==> src/rtl/stall_unit_if.sv <==
// stall_unit_if: D-stage operand/producer info and flush in; stall and md_busy out.
interface stall_unit_if;
    logic       flush;
    logic [4:0] D_rs, D_rt, D_dst;
    logic [2:0] D_Tuse_rs, D_Tuse_rt;
    logic [1:0] D_Tnew;
    logic       D_md_start, D_md_div, D_md_use;
    logic       stall, md_busy;

    modport master (
        output flush, D_rs, D_rt, D_dst, D_Tuse_rs, D_Tuse_rt, D_Tnew,
               D_md_start, D_md_div, D_md_use,
        input  stall, md_busy
    );
    modport slave (
        input  flush, D_rs, D_rt, D_dst, D_Tuse_rs, D_Tuse_rt, D_Tnew,
               D_md_start, D_md_div, D_md_use,
        output stall, md_busy
    );
endinterface

==> src/rtl/stall_unit.sv <==
// stall_unit: Tuse/Tnew hazard scoreboard (E/M slots) driving a pipeline stall.
// STALL_UNIT_MD_EN enables the HI/LO busy counter; otherwise md_busy is tied low.
module stall_unit (
    input  logic         clk,
    input  logic         reset,
    stall_unit_if.slave  bus
);
    logic [4:0] e_dst, m_dst;
    logic [1:0] e_tnew, m_tnew;
    logic       rs_hazard, rt_hazard, md_hazard, md_busy, stall, issue;

    always_comb begin
        rs_hazard = bus.D_Tuse_rs != 3'b111 && bus.D_rs != 5'd0 &&
                    ((bus.D_rs == e_dst && {1'b0, e_tnew} > bus.D_Tuse_rs) ||
                     (bus.D_rs == m_dst && {1'b0, m_tnew} > bus.D_Tuse_rs));
        rt_hazard = bus.D_Tuse_rt != 3'b111 && bus.D_rt != 5'd0 &&
                    ((bus.D_rt == e_dst && {1'b0, e_tnew} > bus.D_Tuse_rt) ||
                     (bus.D_rt == m_dst && {1'b0, m_tnew} > bus.D_Tuse_rt));
    end

    assign stall       = rs_hazard | rt_hazard | md_hazard;
    assign issue       = !stall && !bus.flush;
    assign bus.stall   = stall;
    assign bus.md_busy = md_busy;

    // W needs no slot: a producer leaving M always has tnew 0
    always_ff @(posedge clk or posedge reset) begin
        if (reset) begin
            e_dst  <= 5'd0;
            e_tnew <= 2'd0;
            m_dst  <= 5'd0;
            m_tnew <= 2'd0;
        end else begin
            e_dst  <= issue ? bus.D_dst : 5'd0;
            e_tnew <= issue ? bus.D_Tnew : 2'd0;
            m_dst  <= bus.flush ? 5'd0 : e_dst;
            m_tnew <= bus.flush ? 2'd0 : (e_tnew == 2'd0 ? 2'd0 : e_tnew - 2'd1);
        end
    end

`ifdef STALL_UNIT_MD_EN
    logic [3:0] md_cnt;

    // flush does not touch the count: an issued HI/LO operation runs to completion
    always_ff @(posedge clk or posedge reset) begin
        if (reset)
            md_cnt <= 4'd0;
        else if (issue && bus.D_md_start)
            md_cnt <= bus.D_md_div ? 4'd10 : 4'd5;
        else if (md_cnt != 4'd0)
            md_cnt <= md_cnt - 4'd1;
    end

    assign md_busy   = md_cnt != 4'd0;
    assign md_hazard = bus.D_md_use & md_busy;
`else
    logic unused_md;
    assign unused_md = ^{bus.D_md_start, bus.D_md_div, bus.D_md_use};
    assign md_busy   = 1'b0;
    assign md_hazard = 1'b0;
`endif
endmodule

==> src/flat_wrapper.sv <==
// flat-port wrapper written by rule: the top's interface ports become plain ports
module stall_unit_flat 
  (clk, reset, bus_flush, bus_D_rs, bus_D_rt, bus_D_dst, bus_D_Tuse_rs, bus_D_Tuse_rt, bus_D_Tnew, bus_D_md_start, bus_D_md_div, bus_D_md_use, bus_stall, bus_md_busy);
  stall_unit_if bus_i ();
  input  logic clk;
  input  logic reset;
  input wire logic [$bits(bus_i.flush)-1:0] bus_flush;
  input wire logic [$bits(bus_i.D_rs)-1:0] bus_D_rs;
  input wire logic [$bits(bus_i.D_rt)-1:0] bus_D_rt;
  input wire logic [$bits(bus_i.D_dst)-1:0] bus_D_dst;
  input wire logic [$bits(bus_i.D_Tuse_rs)-1:0] bus_D_Tuse_rs;
  input wire logic [$bits(bus_i.D_Tuse_rt)-1:0] bus_D_Tuse_rt;
  input wire logic [$bits(bus_i.D_Tnew)-1:0] bus_D_Tnew;
  input wire logic [$bits(bus_i.D_md_start)-1:0] bus_D_md_start;
  input wire logic [$bits(bus_i.D_md_div)-1:0] bus_D_md_div;
  input wire logic [$bits(bus_i.D_md_use)-1:0] bus_D_md_use;
  output wire logic [$bits(bus_i.stall)-1:0] bus_stall;
  output wire logic [$bits(bus_i.md_busy)-1:0] bus_md_busy;
  assign bus_i.flush = bus_flush;
  assign bus_i.D_rs = bus_D_rs;
  assign bus_i.D_rt = bus_D_rt;
  assign bus_i.D_dst = bus_D_dst;
  assign bus_i.D_Tuse_rs = bus_D_Tuse_rs;
  assign bus_i.D_Tuse_rt = bus_D_Tuse_rt;
  assign bus_i.D_Tnew = bus_D_Tnew;
  assign bus_i.D_md_start = bus_D_md_start;
  assign bus_i.D_md_div = bus_D_md_div;
  assign bus_i.D_md_use = bus_D_md_use;
  assign bus_stall = bus_i.stall;
  assign bus_md_busy = bus_i.md_busy;
  stall_unit u_core (.clk(clk), .reset(reset), .bus(bus_i));
endmodule
==> config.mk <==
export PLATFORM = sky130hd
export DESIGN_NAME = stall_unit_flat
export DESIGN_NICKNAME = d
export VERILOG_FILES = /design/src/rtl/stall_unit_if.sv /design/src/rtl/stall_unit.sv /design/src/flat_wrapper.sv
export SDC_FILE = /design/constraint.sdc
export NUM_CORES = 1
export LEC_CHECK = 0
export ABC_AREA = 1
export BUFFER_PORTS_ARGS = -buffer_cell sky130_fd_sc_hd__buf_2
export CORE_ASPECT_RATIO = 0.75
export CORE_MARGIN = 2
export CORE_UTILIZATION = 51
export DETAILED_ROUTE_END_ITERATION = 10
export GPL_TIMING_DRIVEN = 0
export PLACE_DENSITY = 0.87
export SLEW_MARGIN = 20
export SYNTH_ARGS = -nofsm -noshare
export SYNTH_HDL_FRONTEND = slang
export SYNTH_SLANG_ARGS = --single-unit
==> constraint.sdc <==
create_clock -name clk -period 1.89 [get_ports clk]
set_input_delay 0.0945 -clock clk [delete_from_list [all_inputs] [get_ports clk]]
set_output_delay 0.0945 -clock clk [all_outputs]
set_load 0.005 [all_outputs]
==> results.json, run 1 <==
{
  "final_layout_size_suffix_gt1_share_pct": 21.20,
  "synth.avg_cell_area_um2": 6.906,
  "fin_total_pwr_w": 0.0006854,
  "synth_top_family_by_area": "simple AND/OR/NAND/NOR gates",
  "slowest_delay_ns": 0.40,
  "regToRegEndpoint": "u_core.e_dst[1]$_DFF_PP0_",
  "clock-root-buffer": "clkbuf_4",
  "synth_cell_types": 19,
  "drcViolationCount": 0,
  "place.gp.congestion": 0.9529,
  "fp.dieH_um": 43.55,
  "leakage_nw": 0.7433,
  "required_ns": 1.80,
  "gr-usage-met1_pct": 25.95,
  "startpoint": "u_core.m_tnew[1]$_DFF_PP0_",
  "cp_cell_sequence": "ha_1 -> nand2_1 -> inv_2 -> nor2_1 -> nand2_1 -> nor2_1 -> nand2_1 -> nand2_1 -> nand2_2 -> nand2_1 -> buf_2",
  "crit_slowest_cell": "dfrtp_1",
  "reg2reg_from": "u_core.m_tnew[1]$_DFF_PP0_",
  "portBuffers": 25,
  "syn_nets": 191,
  "grtUsageMet2_pct": 30.23,
  "yosysWarningCount": 0,
  "synth_seq_area_share_pct": 32.94,
  "syn_to_final_growth_pct": 19.29,
  "dp_hpwl_mm": 1.784,
  "final_area_um2": 1269,
  "critPathCapture": "bus_stall",
  "die_w_um": 56.73,
  "core_um2": 1979,
  "numCtsBuffers": 3,
  "cts_sinks": 14,
  "netlist_area_um2": 1064,
  "slew_violations": 0,
  "grt_pass1_vias": 878,
  "layout_common_cells": "nand2_1 (36), inv_1 (32), buf_2 (25)",
  "rows": 14,
  "drt_iter0_drc": 23,
  "drt-total-wl_mm": 2.047,
  "final_core_util_pct": 64.10,
  "critical_path_arrival_ns": 1.72,
  "wire_per_inst_um": 9.841,
  "ir_drop_mv": 0.4102,
  "postRouteAntennaNets": 0,
  "fill_cells": 188,
  "grt_pass1_wl_mm": 3.601,
  "fin_crit_ns": 1.816,
  "place_area_um2": 1219,
  "grt_max_degree": 15,
  "path_clk_slew_ns": 0.08,
  "final_net_count": 222,
  "maxCapViolCount": 0,
  "status": "finished clean",
  "antenna_found_initial": 0,
  "synth_compound_area_share_pct": 4.941,
  "r2r_cells": 11,
  "setup_viol_count_final": 0,
  "hp-class": "in2reg",
  "overflow": 0,
  "die_area_um2": 2470,
  "yosys.area.top_type": "dfrtp_1",
  "worstSetupPathType": "reg2out",
  "hold_viol": 0,
  "cp-end-kind": "output port",
  "finClkSkew_ns": 0.003661,
  "synth_simple_gate_area_share_pct": 27.53,
  "synthTopCellsByArea": "dfrtp_1 (33%), nand2_1 (13%), inv_1 (12%)",
  "finalCritPeriodShare_pct": 96.09,
  "yosys.area_share.adder_pct": 9.412,
  "via_count": 959,
  "rsz0062_at_grt": "true",
  "insertion_delay_ns": 0.26,
  "clk_path_buf_depth": 2,
  "fmax_mhz": 550.7,
  "powerDensity_nw_per_um2": 540.2,
  "initial_core_util_pct": 53.73,
  "final_common_cell": "nand2_1",
  "cp-start-kind": "flop",
  "firstDrtPassIters": 4,
  "crit_fanout": 2,
  "cts_tree": "built",
  "io_pins": 31,
  "cp_common_cell": "nand2_1",
  "grtUsageMet3_pct": 2.687,
  "setup-tns-final_ns": 0,
  "synth_xor_area_share_pct": 10.71,
  "grt_use_total_pct": 18.95,
  "reg2reg_slack_ns": 0.32,
  "grt-busiest-layer": "met2",
  "htree_levels": 1,
  "netlist.area_leader.share_pct": 32.94,
  "ys_ff_latch": 14,
  "syn_inst": 154,
  "vias_per_cell": 4.611,
  "antenna_cells": 0,
  "synthMuxAreaShare_pct": 0
}
==> through the flow <==
stage          setup WS, ns  std cells  hold WS (ns)
6_report            0.07398        208       0.02945
2_1_floorplan        0.5160        154      -0.01628
5_1_grt            -0.08448        208       0.01143
3_3_place_gp         0.3957        203        0.1277
3_5_place_dp         0.3250        203        0.1413
4_1_cts             0.05938        208       0.02250
==> worst min-delay path by stage <==
| stage | depth (start not counted) | from | slack, ns | end |
|---|---|---|---|---|
| floorplan | 1 | reset | -0.02 | u_core.e_dst[0]$_DFF_PP0_ |
| global placement | 2 | reset | 0.13 | u_core.e_dst[3]$_DFF_PP0_ |
| detailed placement | 2 | reset | 0.14 | u_core.e_dst[0]$_DFF_PP0_ |
| CTS | 3 | bus_D_dst[2] | 0.02 | u_core.e_dst[2]$_DFF_PP0_ |
| global route | 3 | bus_D_dst[2] | 0.01 | u_core.e_dst[2]$_DFF_PP0_ |
| finish | 3 | bus_D_dst[2] | 0.03 | u_core.e_dst[2]$_DFF_PP0_ |
==> synth_stat cells <==
library cell and count:
nand2_1 36, inv_1 33, nor2_1 24, dfrtp_1 14, xnor2_1 9, ha_1 8
inv_2 4, xor2_1 4, a21oi_1 3, nand3_1 3, o21ai_0 3, o21bai_1 3
nand2_2 2, nand4_1 2, nor3_1 2, buf_4 1, clkbuf_1 1, conb_1 1
nand3_4 1
==> where the power goes <==
group / internal [W] / switching [W] / leakage (nW)
Combinational: 0.0000729 / 0.0000863 / 0.537
Sequential: 0.000313 / 0.0000153 / 0.185
Clock: 0.000117 / 0.0000811 / 0.0210
Total: 0.000503 / 0.000183 / 0.743
==> state kept, by name, indices dropped and copies added, names as in the netlist <==
name	count
u_core.e_tnew	2
u_core.m_tnew	2
u_core.m_dst	5
u_core.e_dst	5
==> timing repair <==
action                     4_1_cts  5_1_grt
hold endpoints to repair        14        0
setup endpoints to repair        0        1
buffers inserted                 0        0
hold buffers                     1        0
gates resized for setup          0        2
==> cell type report <==
type | instances | area [µm²] | share of cell area (%)
Buffer | 2 | 11.26 | 0.8876
Clock buffer | 4 | 36.28 | 2.860
Inverter | 37 | 138.9 | 10.95
Timing Repair Buffer | 26 | 135.1 | 10.65
Sequential cell | 14 | 350.3 | 27.61
Tap cell | 24 | 30.03 | 2.367
Multi-Input combinational cell | 101 | 566.8 | 44.67
==> per-layer routing <==
layer | part of all wire, % | routed length [µm]
met1 | 47 | 963
met2 | 44 | 910
met3 | 6.2 | 127
met4 | 2.2 | 45
met5 | 0 | 0
==> cells by family (layout without fill, tap and decap cells) <==
group,after synthesis,in the layout
AND/OR/NAND/NOR,70,70
buffers and inverters,39,69
flip-flops,14,14
XOR/XNOR,13,13
AO/OA/AOI/OAI,9,9
adder cells (fa/ha/maj),8,8
other,1,1
==> worst max-delay path, delay by kind of cell (launching register included) <==
| kind | cells | cell delay (ns) |
|---|---|---|
| and+or+nand+nor | 8 | 0.62 |
| DFF | 1 | 0.40 |
| adders and majority gates | 1 | 0.29 |
| buffers and inverters | 2 | 0.13 |
No activity file was read; power rests on OpenSTA's default activity.
==> run 2, diff against run 1 <==
CORE_MARGIN = unset   (was 2)
MAX_ROUTING_LAYER = met4   (was unset)
==> run 2 against run 1 <==
Net effect:
- register-to-register slack worse by 0.08 ns
- count of clock-buffer cells in the layout is 1 lower
- utilization is 7.5 points higher
- power is 5.2% lower
- die area is 8.0% lower
- critical endpoint unchanged
==> results.json, run 2 (synthesis gave the netlist of run 1 again) <==
{
  "antenna_found_initial": 0,
  "fmax_mhz": 561.0,
  "critical_path_arrival_ns": 1.69,
  "vias_per_cell": 4.778,
  "slew_violations": 0,
  "htree_levels": 1,
  "finalCritPeriodShare_pct": 94.32,
  "syn_to_final_growth_pct": 23.76,
  "required_ns": 1.80,
  "io_pins": 31,
  "final_net_count": 224,
  "crit_fanout": 2,
  "hold_viol": 0,
  "p_sw_share_pct": 28.50,
  "initial_core_util_pct": 57.86,
  "final_layout_size_suffix_gt1_share_pct": 24.86,
  "cp-start-kind": "flop",
  "clk_path_buf_depth": 2,
  "clock_power_share_pct": 23.4,
  "maxCapViolCount": 0,
  "rsz0062_at_grt": "true",
  "antenna_cells": 0,
  "cp-end-kind": "output port",
  "layout_common_cells": "nand2_1 (36), inv_1 (31), buf_2 (25)",
  "rows": 13,
  "dp_hpwl_mm": 1.876,
  "drt_iter0_drc": 17,
  "finClkSkew_ns": 0.001537,
  "setup-tns-final_ns": 0,
  "power.internal_w": 0.0004648,
  "die_w_um": 54.73,
  "portBuffers": 25,
  "die_area_um2": 2274,
  "drt-total-wl_mm": 2.293,
  "grt_pass1_vias": 908,
  "path_clk_slew_ns": 0.07,
  "insertion_delay_ns": 0.26,
  "postRouteAntennaNets": 0,
  "fp.dieH_um": 41.55,
  "status": "finished clean",
  "setup_viol_count_final": 0,
  "grt_pass1_wl_mm": 3.581,
  "tightestPinTransition_ns": 0.4989,
  "worstSetupPathType": "reg2out",
  "clock-root-buffer": "clkbuf_4",
  "firstDrtPassIters": 4,
  "fin_crit_ns": 1.783,
  "grt_max_degree": 15,
  "slew-limit-headroom_pct": 66.71,
  "overflow": 0,
  "hp-class": "in2reg",
  "largestRegisters": "u_core.e_dst: 5 flops, u_core.m_dst: 5 flops",
  "numCtsBuffers": 3,
  "seqPwrFrac_pct": 50.9,
  "place.gp.congestion": 0.9377,
  "grt_use_total_pct": 22.54,
  "core_um2": 1838,
  "via_count": 989,
  "cts_sinks": 14,
  "powerDensity_nw_per_um2": 493.9,
  "p_comb_share_pct": 25.7,
  "wire_per_inst_um": 11.08,
  "cts_tree": "built",
  "drcViolationCount": 0,
  "final_common_cell": "nand2_1",
  "ir_drop_mv": 0.4568,
  "leakage_nw": 0.7366,
  "fin_total_pwr_w": 0.0006500,
  "p_switching_w": 0.0001853
}
-- run 2: per-layer routing --
layer | GRT usage (%) | vias up | wire length (µm)
met2 | 34.46 | 34 | 1077
met3 | 1.832 | 4 | 115
met1 | 29.58 | 440 | 1066
met5 | - | - | 0
met4 | 10.77 | 0 | 33
li1 | - | 511 | -
-- run 2: cell type report --
class	count	area, µm²
fillers	150	521.8
repair buffers	28	150.1
inverters	37	138.9
flip-flops and latches	14	352.8
clock buffers	3	22.52
well taps	22	27.53
multi-input cells	101	613.1
plain buffers	2	11.26
-- run 2: path summary, 6_finish.rpt --
kind | from | slack, ns | cells past startpoint | to
max | u_core.m_tnew[1]$_DFF_PP0_ | 0.11 | 10 | bus_stall
min | bus_D_Tnew[1] | 0.03 | 3 | u_core.e_tnew[1]$_DFF_PP0_
max reg2reg | u_core.e_tnew[1]$_DFF_PP0_ | 0.24 | 11 | u_core.e_dst[2]$_DFF_PP0_
min reg2reg | u_core.e_tnew[0]$_DFF_PP0_ | 0.45 | 1 | u_core.m_tnew[0]$_DFF_PP0_
max in group asynchronous | reset | 1.13 | 3 | u_core.m_tnew[1]$_DFF_PP0_
min in group asynchronous | reset | 0.40 | 3 | u_core.e_dst[1]$_DFF_PP0_
-- run 2: timing repair --
| item | 4_1_cts | 5_1_grt |
|---|---|---|
| endpoints found under the setup margin | 0 | 1 |
| hold endpoints to repair | 14 | 0 |
| hold buffers | 1 | 0 |
| buffers inserted | 0 | 2 |
| gates resized for setup | 0 | 8 |
-- run 2: per-stage QoR --
stage / std cells / setup WS, ns / hold slack [ns] / util (%) / cell area, µm²
after floorplan: 154 / 0.5160 / -0.01628 / - / 1064
after global placement: 201 / 0.3852 / 0.1314 / 66.17 / 1216
after detailed placement: 201 / 0.3359 / 0.1473 / 66.17 / 1216
after CTS: 205 / 0.05775 / 0.02062 / 67.94 / 1249
after global routing: 207 / -0.04027 / 0.01453 / 71.61 / 1316
final: 207 / 0.1074 / 0.02692 / 71.61 / 1316
-- run 2: worst max-delay path, cell delays in order, from the launching register on --
cell and delay (ns):
dfrtp_2 0.45, ha_4 0.28, inv_2 0.03, o21bai_1 0.13
nand2_1 0.07, nor2_1 0.11, nand2_1 0.06, nand2_1 0.07
nand2_2 0.06, nand2_1 0.05, buf_2 0.10
-- run 2: power groups by stage --
stage,combinational (W),clock (W),sequential [W]
2_1_floorplan,0.000102,0,0.000329
3_3_place_gp,0.000146,0,0.000333
3_5_place_dp,0.000156,0,0.000334
4_1_cts,0.000158,0.000161,0.000328
5_1_grt,0.000191,0.000178,0.000333
6_report,0.000167,0.000152,0.000331
